<file path="src/rtl/alu_op_sequencer.sv">
// alu_op_sequencer: drives an 8-bit ALU from client requests or a sel sweep,
// and returns each captured outcome to the client over valid/ready.
module alu_op_sequencer #(
    parameter int SETTLE_CYCLES = 1,
    parameter int LAST_SEL      = 11,
    parameter int CNT_W         = 16
) (
    input  logic             clk,
    input  logic             rst_n,
    input  logic             req_valid,
    output logic             req_ready,
    input  logic [7:0]       req_a,
    input  logic [7:0]       req_b,
    input  logic [3:0]       req_sel,
    input  logic             sweep_start,
    input  logic [7:0]       sweep_a,
    input  logic [7:0]       sweep_b,
    output logic             sweep_busy,
    output logic [7:0]       alu_a,
    output logic [7:0]       alu_b,
    output logic [3:0]       alu_sel,
    input  logic [7:0]       alu_result,
    input  logic             alu_carry,
    input  logic             alu_zero,
    output logic             rsp_valid,
    input  logic             rsp_ready,
    output logic [7:0]       rsp_result,
    output logic             rsp_carry,
    output logic             rsp_zero,
    output logic [3:0]       rsp_sel,
    output logic             rsp_err,
    output logic [CNT_W-1:0] op_count
);
    localparam int SW = SETTLE_CYCLES > 1 ? $clog2(SETTLE_CYCLES) : 1;
    localparam logic [3:0] LAST = 4'(LAST_SEL);
    localparam logic [SW-1:0] SETTLE_END = SW'(SETTLE_CYCLES - 1);

    typedef enum logic [1:0] {IDLE, DRIVE, RESP} state_t;

    state_t           state_q;
    logic [SW-1:0]    cnt_q;
    logic             busy_q;
    logic [7:0]       alu_a_q, alu_b_q, rsp_result_q;
    logic [3:0]       alu_sel_q, rsp_sel_q;
    logic             rsp_valid_q, rsp_carry_q, rsp_zero_q, rsp_err_q;
    logic [CNT_W-1:0] op_count_q;
    logic             accept;

    // A same-cycle sweep_start wins, so the request must not see ready.
    assign req_ready = rst_n & (state_q == IDLE) & ~busy_q & ~sweep_start;
    assign accept    = req_valid & req_ready;

    always_ff @(posedge clk) begin
        if (!rst_n) begin
            state_q      <= IDLE;
            cnt_q        <= '0;
            busy_q       <= 1'b0;
            alu_a_q      <= '0;
            alu_b_q      <= '0;
            alu_sel_q    <= '0;
            rsp_valid_q  <= 1'b0;
            rsp_result_q <= '0;
            rsp_carry_q  <= 1'b0;
            rsp_zero_q   <= 1'b0;
            rsp_sel_q    <= '0;
            rsp_err_q    <= 1'b0;
            op_count_q   <= '0;
        end else begin
            case (state_q)
                IDLE: begin
                    if (sweep_start) begin
                        alu_a_q   <= sweep_a;
                        alu_b_q   <= sweep_b;
                        alu_sel_q <= '0;
                        busy_q    <= 1'b1;
                        cnt_q     <= '0;
                        state_q   <= DRIVE;
                    end else if (accept && req_sel <= LAST) begin
                        alu_a_q   <= req_a;
                        alu_b_q   <= req_b;
                        alu_sel_q <= req_sel;
                        cnt_q     <= '0;
                        state_q   <= DRIVE;
                    end else if (accept) begin
                        // Illegal code: answer directly, the ALU is never touched.
                        rsp_valid_q  <= 1'b1;
                        rsp_err_q    <= 1'b1;
                        rsp_result_q <= '0;
                        rsp_carry_q  <= 1'b0;
                        rsp_zero_q   <= 1'b0;
                        rsp_sel_q    <= req_sel;
                        state_q      <= RESP;
                    end
                end
                DRIVE: begin
                    if (cnt_q == SETTLE_END) begin
                        rsp_valid_q  <= 1'b1;
                        rsp_err_q    <= 1'b0;
                        rsp_result_q <= alu_result;
                        rsp_carry_q  <= alu_carry;
                        rsp_zero_q   <= alu_zero;
                        rsp_sel_q    <= alu_sel_q;
                        state_q      <= RESP;
                    end else begin
                        cnt_q <= cnt_q + SW'(1);
                    end
                end
                RESP: begin
                    if (rsp_ready) begin
                        rsp_valid_q <= 1'b0;
                        op_count_q  <= op_count_q + CNT_W'(1);
                        if (busy_q && rsp_sel_q < LAST) begin
                            alu_sel_q <= rsp_sel_q + 4'd1;
                            cnt_q     <= '0;
                            state_q   <= DRIVE;
                        end else begin
                            busy_q  <= 1'b0;
                            state_q <= IDLE;
                        end
                    end
                end
                default: state_q <= IDLE;
            endcase
        end
    end

    assign sweep_busy = busy_q;
    assign alu_a      = alu_a_q;
    assign alu_b      = alu_b_q;
    assign alu_sel    = alu_sel_q;
    assign rsp_valid  = rsp_valid_q;
    assign rsp_result = rsp_result_q;
    assign rsp_carry  = rsp_carry_q;
    assign rsp_zero   = rsp_zero_q;
    assign rsp_sel    = rsp_sel_q;
    assign rsp_err    = rsp_err_q;
    assign op_count   = op_count_q;
endmodule

</file>
<file path="config.mk">
export PLATFORM = sky130hd
export DESIGN_NAME = alu_op_sequencer
export DESIGN_NICKNAME = d
export VERILOG_FILES = /design/src/rtl/alu_op_sequencer.sv
export SDC_FILE = /design/constraint.sdc
export NUM_CORES = 1
export LEC_CHECK = 0
export ABC_AREA = 0
export CAP_MARGIN = 0
export CELL_PAD_IN_SITES_DETAIL_PLACEMENT = 1
export CELL_PAD_IN_SITES_GLOBAL_PLACEMENT = 2
export CORE_MARGIN = 3
export CORE_UTILIZATION = 22
export CTS_BUF_LIST = sky130_fd_sc_hd__clkbuf_8
export CTS_CLUSTER_SIZE = 24
export DETAILED_ROUTE_END_ITERATION = 8
export HOLD_SLACK_MARGIN = 0.15
export PLACE_DENSITY = 0.89
export SLEW_MARGIN = 20
export SYNTH_ARGS = -nofsm -noshare
export SYNTH_HDL_FRONTEND = slang
export SYNTH_SLANG_ARGS = --single-unit
</file>
<file path="constraint.sdc">
create_clock -name clk -period 1.6 [get_ports clk]
set_input_delay 0.32 -clock clk [delete_from_list [all_inputs] [get_ports clk]]
set_output_delay 0.32 -clock clk [all_outputs]
set_load 0.1 [all_outputs]
</file>
==> flow_summary_export.csv <==
group,metric,value,unit
power,powerDensity,901,mW/mm^2
floorplan,rows,37,
timing,relSlewSlack,78.9,%
floorplan,die_h,112,microns
final_layout,finalNetCount,465,
timing,post-route-period-util,103,%
grt,grt_max_degree,33,
worst_setup_path,critPathMaxFanout,2,
synthesis,synth-edff-count,0,
floorplan,core-area,0.0106,sq mm
synthesis,postSynthCellCount,283,
clock_network,cts_buffers,5,
clock_network,cts_tree,"yes",
worst_setup_path,worst_ep_arrival_time,1.32,ns
timing,hold_viol_final,0,
timing,fin_worst_skew,0.0131,ns
floorplan,die_w,112,microns
route,viasPerCell,4.66,
synthesis,syn-cell-area,0.00246,sq mm
worst_setup_path,critPathKind,"flop to output pin",
final_layout,finish.utilization,45.0,%
synthesis,yosys_warnings,0,
route,drt_iter0_drc,44,
clock_network,clockBufferDepth,2,
final_layout,final_cells,549,
route,vias,2556,
route,m1WireLength,3490,microns
placed_design,io_buffer_count,104,
timing,rsz0062_at_grt,"yes",
placed_design,dp.cells,536,
synthesis,synth_ff_type,"dfxtp_1",
worst_setup_path,rrSetupSlack,0.02,ns
worst_setup_path,endpoint,"req_ready",
timing,tightest_slew,0.314,ns
synthesis,syn_avg_cell_area,8.69,sq um
worst_setup_path,reg2reg_from,"state_q[0]",
clock_network,clkTransAtPathRegs,0.10,ns
timing,setup_slack,-0.0446,ns
outcome,violations,"negative setup slack",
outcome,status,"finished, violations left",
route,drt-total-wl,8610,microns
worst_setup_path,startpoint_type,"flop",
timing,fin_tns_setup,-0.0446,ns
grt,grt_pass1_wl,13800,microns
worst_setup_path,crit_path_end_kind,"output pin",
clock_network,clock_latency,0.30,ns
route,drc,0,
worst_setup_path,r2r-end,"op_count[15]",
placed_design,dpl.hpwl,6750,microns
grt,grt_pass1_vias,2698,
route,wl_met2,4710,microns
clock_network,hold_buffers,0,
clock_network,htree_levels,2,
floorplan,ioPinCount,105,
synthesis,synth_nets,336,
worst_setup_path,r2r_cells,4,
grt,grt_use_total,13.5,%
synthesis,synthArstFlopShare,0,%
hold_path,holdCritStartpoint,"op_count[1]",
clock_network,numClockSinks,55,
route,highest_layer,"met4",
route,dr.pass1.iters,4,
clock_network,ctsRootBufferMaster,"clkbuf_8",
timing,drv_slew,0,
synthesis,synth_seq_area_share,44.8,%
timing,final_period_minus_worst_setup_slack,1.64,ns
floorplan,dieArea,0.0125,sq mm
synthesis,synth_cell_type_count,37,
timing,fmax,0.608,GHz
grt,overflow,0,
grt,antenna_found_initial,0,
run,cap_violations,0,
route,wl_met3,371,microns
final_layout,area_delta_synth_final,93.9,%
timing,setup_viol,1,
final_layout,final_layout_size_suffix_gt1_share,35.1,%
power,ir_drop,0.000520,V
floorplan,start_util,23.2,%
placed_design,gp_congestion,0.778,
worst_setup_path,critPathLaunch,"state_q[1]",
route,routedWlPerCell,15.7,microns
worst_setup_path,required,1.28,ns
final_layout,antennaDiodeCount,0,
synthesis,ys_ff_latch,55,
power,leakage,1.88,nW
route,ant_nets,0,
hold_path,hp-class,"flop to flop",
-- worst min path at each step --
| stage | to | slack (ns) | depth (start not counted) |
|---|---|---|---|
| after floorplan | rsp_carry | 0.46 | 2 |
| after global placement | op_count[12] | 0.49 | 2 |
| after detailed placement | op_count[12] | 0.50 | 2 |
| after CTS | op_count[12] | 0.52 | 2 |
| after global routing | op_count[12] | 0.54 | 2 |
| final | op_count[1] | 0.50 | 2 |
-- stage by stage --
| step | total power, mW | instance area (sq um) | worst slack [ns] | hold WS, ns |
|---|---|---|---|---|
| after CTS | 4.35 | 4710 | -0.0668 | 0.519 |
| after global routing | 4.51 | 4770 | -0.114 | 0.543 |
| after detailed placement | 3.41 | 4570 | -0.587 | 0.505 |
| final | 4.30 | 4770 | -0.0446 | 0.503 |
| after floorplan | 2.65 | 2680 | -0.353 | 0.456 |
| after global placement | 3.38 | 4570 | -0.524 | 0.488 |
-- cell usage in the layout (no fill, tap or decap), types with 12 or more instances in the layout --
cell type,instances
buf_12,56
clkdlybuf4s50_1,47
dfxtp_1,34
buf_4,32
nor2_1,27
a21oi_1,24
mux2i_1,23
nand2_1,21
a211oi_1,16
nand3_1,16
dfxtp_4,12
-- worst max-delay path, cell delays in order, from the launching register on --
cell and delay, ns:
dfxtp_2 0.35, buf_6 0.12, nor2_4 0.08, nor4b_4 0.25, buf_12 0.21
-- synthesized netlist by cell type, types with 7 or more instances --
master	number	area [sq um]
mux2i_1	23	230
clkbuf_1	14	52.6
inv_1	8	30.0
xnor2_1	7	61.3
nor2_1	28	105
nand2_1	23	86.3
o21ai_0	8	40.0
a21oi_1	27	135
a211oi_1	16	120
dfxtp_1	55	1100
nor4_1	7	43.8
nand3_1	19	95.1
-- repair_timing --
item,CTS,global route
setup buffers,2,3
pin swaps,2,3
gates resized for setup,10,9
endpoints found under the setup margin,21,7
cloned,0,0
-- area by class of cell --
class | count | area (sq um)
clock buffers | 5 | 68.8
clock inverters | 3 | 37.5
fillers | 1151 | 5830
inverters | 9 | 38.8
multi-input cells | 200 | 1400
flip-flops and latches | 55 | 1160
well taps | 136 | 170
repair buffers | 141 | 1890
-- state kept, by name, indices dropped and copies added, names as in the netlist, 2 cells and up --
name,flops
alu_b,8
alu_sel,4
op_count,16
state_q,2
rsp_sel,4
rsp_result,8
alu_a,8
-- where the power goes --
group          internal [mW]  switching (mW)  total [mW]
Clock                  0.457           0.452       0.910
Combinational          0.706            1.09        1.79
Sequential              1.47           0.127        1.59
Total                   2.63            1.67        4.30
-- routing by layer --
layer,GRT usage (%),vias to the layer above
li1,-,1267
met1,16.1,1220
met2,25.0,65
met3,2.83,4
met4,2.68,0
met5,0,-
-- cells by family (layout without fill, tap and decap cells) --
family | count (synthesis) | count (layout) | synth area share, %
muxes | 23 | 23 | 9.36
adders and majority gates | 2 | 2 | 1.02
AOI/OAI and AO/OA | 65 | 65 | 16.7
xor gates and xnor gates | 9 | 9 | 3.21
buffers and inverters | 28 | 158 | 4.48
DFF | 55 | 55 | 44.8
and+or+nand+nor | 101 | 101 | 20.5
Note: power is estimated with default switching activity, not from simulation.
